===== src/rtl/gpu_bg_block_buffer.sv =====
// Background block buffer: keeps one open pixel block, optionally preloads it
// for blending, and hands finished blocks to a one-entry save buffer.
module gpu_bg_block_buffer #(
   parameter int unsigned LANES     = 2,
   parameter int unsigned BLOCK_PIX = 16,
   parameter int unsigned ADR_W     = 15,
   localparam int unsigned GROUPS   = BLOCK_PIX / LANES,
   localparam int unsigned SLOT_W   = (GROUPS > 1) ? $clog2(GROUPS) : 1
) (
   input  logic                    clk,
   input  logic                    i_nrst,
   input  logic                    i_blendEnable,
   input  logic                    i_flush,
   input  logic                    i_pixValid,
   output logic                    o_pixReady,
   input  logic [ADR_W-1:0]        i_pixAdr,
   input  logic [SLOT_W-1:0]       i_pixSlot,
   input  logic [LANES*16-1:0]     i_pixData,
   input  logic [LANES-1:0]        i_pixMask,
   output logic [LANES*16-1:0]     o_bgPix,
   output logic                    o_loadReq,
   output logic [ADR_W-1:0]        o_loadAdr,
   input  logic                    i_loadValid,
   input  logic [BLOCK_PIX*16-1:0] i_loadData,
   output logic                    o_saveReq,
   output logic [ADR_W-1:0]        o_saveAdr,
   output logic [BLOCK_PIX*16-1:0] o_saveData,
   output logic [BLOCK_PIX-1:0]    o_saveMask,
   input  logic                    i_saveAck,
   output logic                    o_busy
);
   localparam int unsigned PIX_W = (BLOCK_PIX > 1) ? $clog2(BLOCK_PIX) : 1;

   typedef enum logic [1:0] {IDLE, SWITCH, LOADING, OPEN} state_t;

   state_t                  state, stateNxt;
   logic [ADR_W-1:0]        curAdr;
   logic [BLOCK_PIX*16-1:0] blkData;
   logic [BLOCK_PIX-1:0]    blkMask;
   logic                    saveFull;
   logic [ADR_W-1:0]        saveAdr;
   logic [BLOCK_PIX*16-1:0] saveData;
   logic [BLOCK_PIX-1:0]    saveMask;

   logic             canXfer_c, doXfer_c, doWrite_c, doLoad_c, takeAdr_c, clearMask_c;
   logic [PIX_W-1:0] slotBase_c;

   // First pixel index addressed by the incoming lane group
   assign slotBase_c = (GROUPS > 1) ? PIX_W'(PIX_W'(i_pixSlot) * PIX_W'(LANES)) : '0;

   // An empty block never needs the save buffer; otherwise it must be free or freeing now
   assign canXfer_c = (blkMask == '0) || !saveFull || i_saveAck;

   // Next state and per-cycle actions
   always_comb begin
      stateNxt    = state;
      doXfer_c    = 1'b0;
      doWrite_c   = 1'b0;
      doLoad_c    = 1'b0;
      takeAdr_c   = 1'b0;
      clearMask_c = 1'b0;
      case (state)
         IDLE: begin
            if (i_pixValid) stateNxt = SWITCH;
         end
         SWITCH: begin
            if (canXfer_c) begin
               doXfer_c    = (blkMask != '0);
               clearMask_c = 1'b1;
               takeAdr_c   = 1'b1;
               stateNxt    = i_blendEnable ? LOADING : OPEN;
            end
         end
         LOADING: begin
            if (i_loadValid) begin
               doLoad_c = 1'b1;
               stateNxt = OPEN;
            end
         end
         OPEN: begin
            if (i_flush) begin
               if (canXfer_c) begin
                  doXfer_c    = (blkMask != '0);
                  clearMask_c = 1'b1;
                  stateNxt    = IDLE;
               end
            end else if (i_pixValid) begin
               if (i_pixAdr == curAdr) doWrite_c = 1'b1;
               else                    stateNxt  = SWITCH;
            end
         end
         default: stateNxt = IDLE;
      endcase
   end

   // State register
   always_ff @(posedge clk or negedge i_nrst) begin
      if (!i_nrst) state <= IDLE;
      else         state <= stateNxt;
   end

   // Address of the open block, captured when switching
   always_ff @(posedge clk or negedge i_nrst) begin
      if (!i_nrst)        curAdr <= '0;
      else if (takeAdr_c) curAdr <= i_pixAdr;
   end

   // Block contents and written-pixel mask
   always_ff @(posedge clk or negedge i_nrst) begin
      if (!i_nrst) begin
         blkData <= '0;
         blkMask <= '0;
      end else begin
         if (doLoad_c)    blkData <= i_loadData;
         if (clearMask_c) blkMask <= '0;
         if (doWrite_c) begin
            for (int unsigned k = 0; k < LANES; k++) begin
               if (i_pixMask[k]) begin
                  blkData[(32'(slotBase_c) + k) * 32'd16 +: 16] <= i_pixData[k*16 +: 16];
                  blkMask[slotBase_c + PIX_W'(k)]               <= 1'b1;
               end
            end
         end
      end
   end

   // One-entry save buffer; a same-edge ack and transfer simply reloads it
   always_ff @(posedge clk or negedge i_nrst) begin
      if (!i_nrst) begin
         saveFull <= 1'b0;
         saveAdr  <= '0;
         saveData <= '0;
         saveMask <= '0;
      end else if (doXfer_c) begin
         saveFull <= 1'b1;
         saveAdr  <= curAdr;
         saveData <= blkData;
         saveMask <= blkMask;
      end else if (i_saveAck) begin
         saveFull <= 1'b0;
      end
   end

   assign o_pixReady = doWrite_c;
   assign o_bgPix    = blkData[32'(slotBase_c) * 32'd16 +: LANES*16];
   assign o_loadReq  = (state == LOADING);
   assign o_loadAdr  = curAdr;
   assign o_saveReq  = saveFull;
   assign o_saveAdr  = saveAdr;
   assign o_saveData = saveData;
   assign o_saveMask = saveMask;
   assign o_busy     = (state != IDLE) || saveFull;

endmodule

===== config.mk =====
export PLATFORM = sky130hd
export DESIGN_NAME = gpu_bg_block_buffer
export DESIGN_NICKNAME = d
export VERILOG_FILES = /design/src/rtl/gpu_bg_block_buffer.sv
export SDC_FILE = /design/constraint.sdc
export NUM_CORES = 1
export LEC_CHECK = 0
export BUFFER_PORTS_ARGS = -buffer_cell sky130_fd_sc_hd__buf_2
export CORE_AREA = 3 3 252 254
export DETAILED_ROUTE_END_ITERATION = 7
export DIE_AREA = 0 0 255 257
export GPL_TIMING_DRIVEN = 1
export PLACE_DENSITY = 0.74
export SYNTH_ARGS = -nofsm -noshare
export SYNTH_HDL_FRONTEND = slang
export SYNTH_SLANG_ARGS = --single-unit
export TNS_END_PERCENT = 20

===== constraint.sdc =====
create_clock -name clk -period 6.04 [get_ports clk]
set_input_delay 0.906 -clock clk [delete_from_list [all_inputs] [get_ports clk]]
set_output_delay 0.906 -clock clk [all_outputs]
set_load 0.005 [all_outputs]

======== Word level (Yosys, flattened, before mapping) ========
Index checks and enable logic that the tools add are counted.
word-level totals
  register bits ........................... 577
  output and inout port bits .............. 338
  input bits .............................. 315
operators by class
  shift-type cells ........................ 5
  reductions and logical operators ........ 12
  bitwise gates (word level) .............. 2
  magnitude comparators ................... 4
  muxes and demuxes ....................... 40
  eq/ne operators ......................... 10
  add/sub/neg operators ................... 4
operator list
  cell                       number
  $mux 256                   5
  $bwmux 256                 2
  $shift 16x34->256 const A  2
  $shiftx 16x34->256         2
  $shiftx 256x9->32          1
  $mux 16                    5
  $neg 8->34                 1
  $neg 9->34                 1
  $logic_not 16->1           1
  $mux 1                     16
  $or 16x15->16              1
  $or 16x16->16              1
  $reduce_bool 16->1         1
  $eq 15x15->1               1
  $mux 2                     7
  $lt 4x5->1 const B         2
  $ne 3x3->1 const B         3
  $ge 4x1->1 const B         2
  $pmux 2 s4                 1
  $reduce_and 6->1           1
  $add 4x1->5 const B        1
  $add 4x1->4 const B        1
  $demux 1 s4                1
  $eq 2x2->1 const B         2
  other kinds (10)           16

======== Logic depth before layout (Yosys ltp) ========
  word-level depth ........................ 13
  gate-level depth with buffers ........... 11
  depth with buffers taken out ............ 7

======== Worst setup path before layout ========
Ideal clock, no wire load.
  path type ............................... input to register
  start ................................... in i_pixSlot[1]
  end ..................................... reg blkData[134]
  slack ................................... 2,445 ps
  arrival ................................. 3,465 ps
  stages on the path ...................... 9
  buffers on the path ..................... 3
  cells stage by stage .................... clkbuf_1 -> clkinv_1 -> ha_1 -> ha_1 -> nor4b_1 -> or3b_1 -> buf_2 -> buf_2 -> mux2i_1
on the way
  longest elaborated chain between the ends .. 8
  elaborated cells on any way between the ends .. 13
  classes of those cells .................. add/sub (3); shift (4); mux (6)
ends and longest elaborated chain
  item                                                RTL line  text
  from (decl)                                         17        input logic [SLOT_W-1:0] i_pixSlot,
  branches (longest 6 deep; another with $neg 9->34)  n/a
  $mux 256 (*)                                        118       if (i_pixMask[k]) begin
  $mux 256 (*)                                        116       if (doWrite_c) begin
  to (signal assigned)                                114       if (doLoad_c) blkData <= i_loadData;
  to (signal, indexed assignment)                     119       blkData[(32'(slotBase_c) + k) * 32'd16 +: 16] <= i_pixData[k*16 +: 16];
  to (decl)                                           38        logic [BLOCK_PIX*16-1:0] blkData;
Mark *: on every way between the ends. The select of a mux whose other input is x is not followed.
A chain may end at the register's enable or synchronous reset.

======== Worst setup path after layout ========
  start ................................... in i_pixSlot[0]
  end ..................................... out o_bgPix[3]
on the way
  longest elaborated chain between the ends .. 1
ends and longest elaborated chain
  item               RTL line  text
  $shiftx 256x9->32  145       assign o_bgPix = blkData[32'(slotBase_c) * 32'd16 +: LANES*16];
  to (decl)          20        output logic [LANES*16-1:0] o_bgPix,
No other way between the ends.

==> impl_metrics.toml <==
[run_status]
status = "complete, no violations"

[clock_network]
clock-sinks = 577
cts_inserted_buffers = 66
clock_latency_ns = 0.60
clockBufferDepth = 3
tritoncts = "done"
post_cts_buffers = 0
clkTransAtPathRegs_ns = 0.05
cts_root_buf = "clkbuf_16"
hold_buffers = 0
cts.htree.levels = 3
cts_resized = 0

[pwr]
ir_drop_v = 0.000204
clkPwrFrac_pct = 32.3
switchingPower_mw = 4.10
netSwitchingFraction_pct = 32.1
pwr-share-seq_pct = 45.5
power_mw = 12.8
p_int_mw = 8.68
pwr-share-comb_pct = 22.1
power.leakage_nw = 18.5
p_per_area_nw_per_um2 = 388

[cells_and_area]
fillers = 5181
drive_above_1_share_pct = 43.3
stdcell_count = 3466
areaGrowthSynthToFinish_pct = 24.3
post-route-cell-area_um2 = 32900
fin_util_pct = 53.6
final_common_cell = "buf_2"
layout_common_cells = "650 x buf_2, 577 x dfrtp_1, 497 x mux2i_1"
finalNetCount = 2934

[worst_setup_path]
crit_path_end_kind = "output pin"
path_cells = "buf_2 -> inv_1 -> nand2_1 -> nor2_4 -> a22oi_1 -> nand4_1 -> buf_2"
cp-start-kind = "input port"
cp_slowest_cell = "nor2_4"
r2r_setup_slack_ns = 2.84
cp_data_arrival_time_ns = 3.74
criticalPathCategory = "input port to output pin"
worst_path_most_repeated_cell = "buf_2"
crit_required_ns = 5.13
critPathMaxFanout = 23
max_stage_delay_ns = 1.05

[grt]
grt_pass1_wl_um = 140000
grt_antenna_before_repair = 21
grt_overflow = 0
grt_usage_pct = 28.7
grt_max_degree = 173
grt_pass1_vias = 21300

[floorplanning]
dieHeight_um = 257
die-area_um2 = 65500
io_pins = 653
core_area_um2 = 61500
die_w_um = 255
fp-row-count = 91
initial_utilization_pct = 43.1

[synth]
synth-simple-area-share_pct = 4.78
synth_area_um2 = 26500
synth_seq_area_share_pct = 54.5
syn_nets = 2305
ys.flop_type = "dfrtp_1"
synth-xor-area-share_pct = 0.495
synth-async-reset-ratio_pct = 100
yosysWarningCount = 0
synth_cells = 1979
synth_compound_area_share_pct = 3.92
synth_area_per_cell_um2 = 13.4
ys_types = 47
synth_enable_flop_cells = 0
synth-seq-cells = 577
synth_top_family_by_area = "multiplexers"
synthAdderAreaFrac_pct = 0.519
synth.area.mux_share_pct = 33.4

[timing]
setup_tns_ns = 0
timing.final.crit_share_pct = 76.9
rsz0062_at_grt = "false"
slew_headroom_pct = 10.1
period_needed_ns = 4.65
drv_slew = 0
hold_ws_ns = 0.278
final-hold-violation-count = 0
fin_ws_ns = 1.39
setup_violations = 0
finClkSkew_ns = 0.0303
tightest_slew_ns = 1.35
fmax_mhz = 215

[routing]
route.detailed.drc = 0
drt-vias-per-instance = 5.80
dr.pass1.iters = 6
first_iter_violations = 1770
vias = 20100
wl_per_cell_um = 27.7
postRouteAntennaNets = 0
wl_um = 96000

[place]
place_ws_ns = 1.47
place_congestion = 0.918
place_inst = 3330
port_buffers = 652
placed_area_um2 = 30600
dp_hpwl_um = 67600

[hold_path]
hold_class = "input port to async pin"

[job]
cap_violations = 0
routing by layer:
metal	vias to the layer above	track usage [%]	part of all wire (%)
li1	8525	-	-
met5	-	0	0.050
met2	997	48.1	49
met1	10300	35.0	38
met4	8	13.3	4.6
met3	248	7.07	8.1
cell families (layout without fill, tap and decap cells):
family	count (synthesis)	count (layout)
multiplexers	837	837
flip-flops	577	577
AND/OR/NAND/NOR	268	268
AO/OA/AOI/OAI	137	137
buffers and inverters	134	810
XOR/XNOR	15	15
adder cells (fa/ha/maj)	11	11
other	0	21
cells in the mapped netlist (2+ instances only):
cell	count	area (µm²)
nor4_1	9	56.3
inv_1	6	22.5
nand4b_1	3	26.3
clkinv_1	2	7.51
a221oi_1	6	52.6
nand2b_1	4	25.0
ha_1	11	138
a31oi_1	2	12.5
nor4_4	3	63.8
buf_2	39	195
clkbuf_1	74	278
nor2b_1	2	12.5
dfrtp_1	577	14400
mux2_2	327	3680
nor2_1	26	97.6
nand2_1	162	608
or4_1	6	45.0
a22o_1	16	140
mux2i_1	497	4970
o22ai_1	3	18.8
mux4_2	4	90.1
a21oi_1	6	30.0
mux2_1	9	101
nand4_1	27	169
xor2_1	15	131
o21ai_0	3	15.0
a221o_1	3	30.0
a22oi_1	93	698
nor2_2	6	37.5
buf_6	5	56.3
buf_12	4	80.1
nor3_1	3	15.0
buf_1	4	15.0
nand3_1	9	45.0
critical path, delay by kind of cell:
family	cells	cell delay (ns)
and+or+nand+nor	3	1.64
buffers and inverters	3	0.94
AOI/OAI and AO/OA	1	0.23
cell type report:
type / count / area (µm²) / share of cell area, %
Clock inverter: 16 / 231 / 0.703
Multi-Input combinational cell: 1268 / 11500 / 35.1
Clock buffer: 99 / 2020 / 6.13
Tap cell: 790 / 988 / 3.00
Antenna cell: 21 / 52.6 / 0.159
Timing Repair Buffer: 687 / 3640 / 11.0
Sequential cell: 577 / 14400 / 43.8
Inverter: 8 / 30.0 / 0.0911
flip-flops by register name, summed over array words and instances (netlist names):
signal	cells
blkMask	16
o_saveData	256
blkData	256
o_saveReq	1
o_loadAdr	15
o_saveAdr	15
state	2
o_saveMask	16
final timing paths:
kind,from,endpoint,cells past startpoint
min reg2reg,o_saveData[247],o_saveData[247],1
max reg2reg,blkMask[11],o_saveData[172],5
max in group asynchronous,i_nrst,o_saveData[181],2
min,i_nrst,o_saveData[4],1
min in group clk,o_saveData[247],o_saveData[247],1
max,i_pixSlot[0],o_bgPix[3],7
power groups by stage:
stage               registers (mW)  logic, mW  clock network [mW]
floorplan                     5.40       1.93                   0
global placement              5.84       2.69                   0
detailed placement            5.86       2.82                   0
CTS                           5.80       2.83                4.19
global route                  5.92       3.10                4.35
finish                        5.82       2.83                4.13
Note: power is estimated with default switching activity, not from simulation.
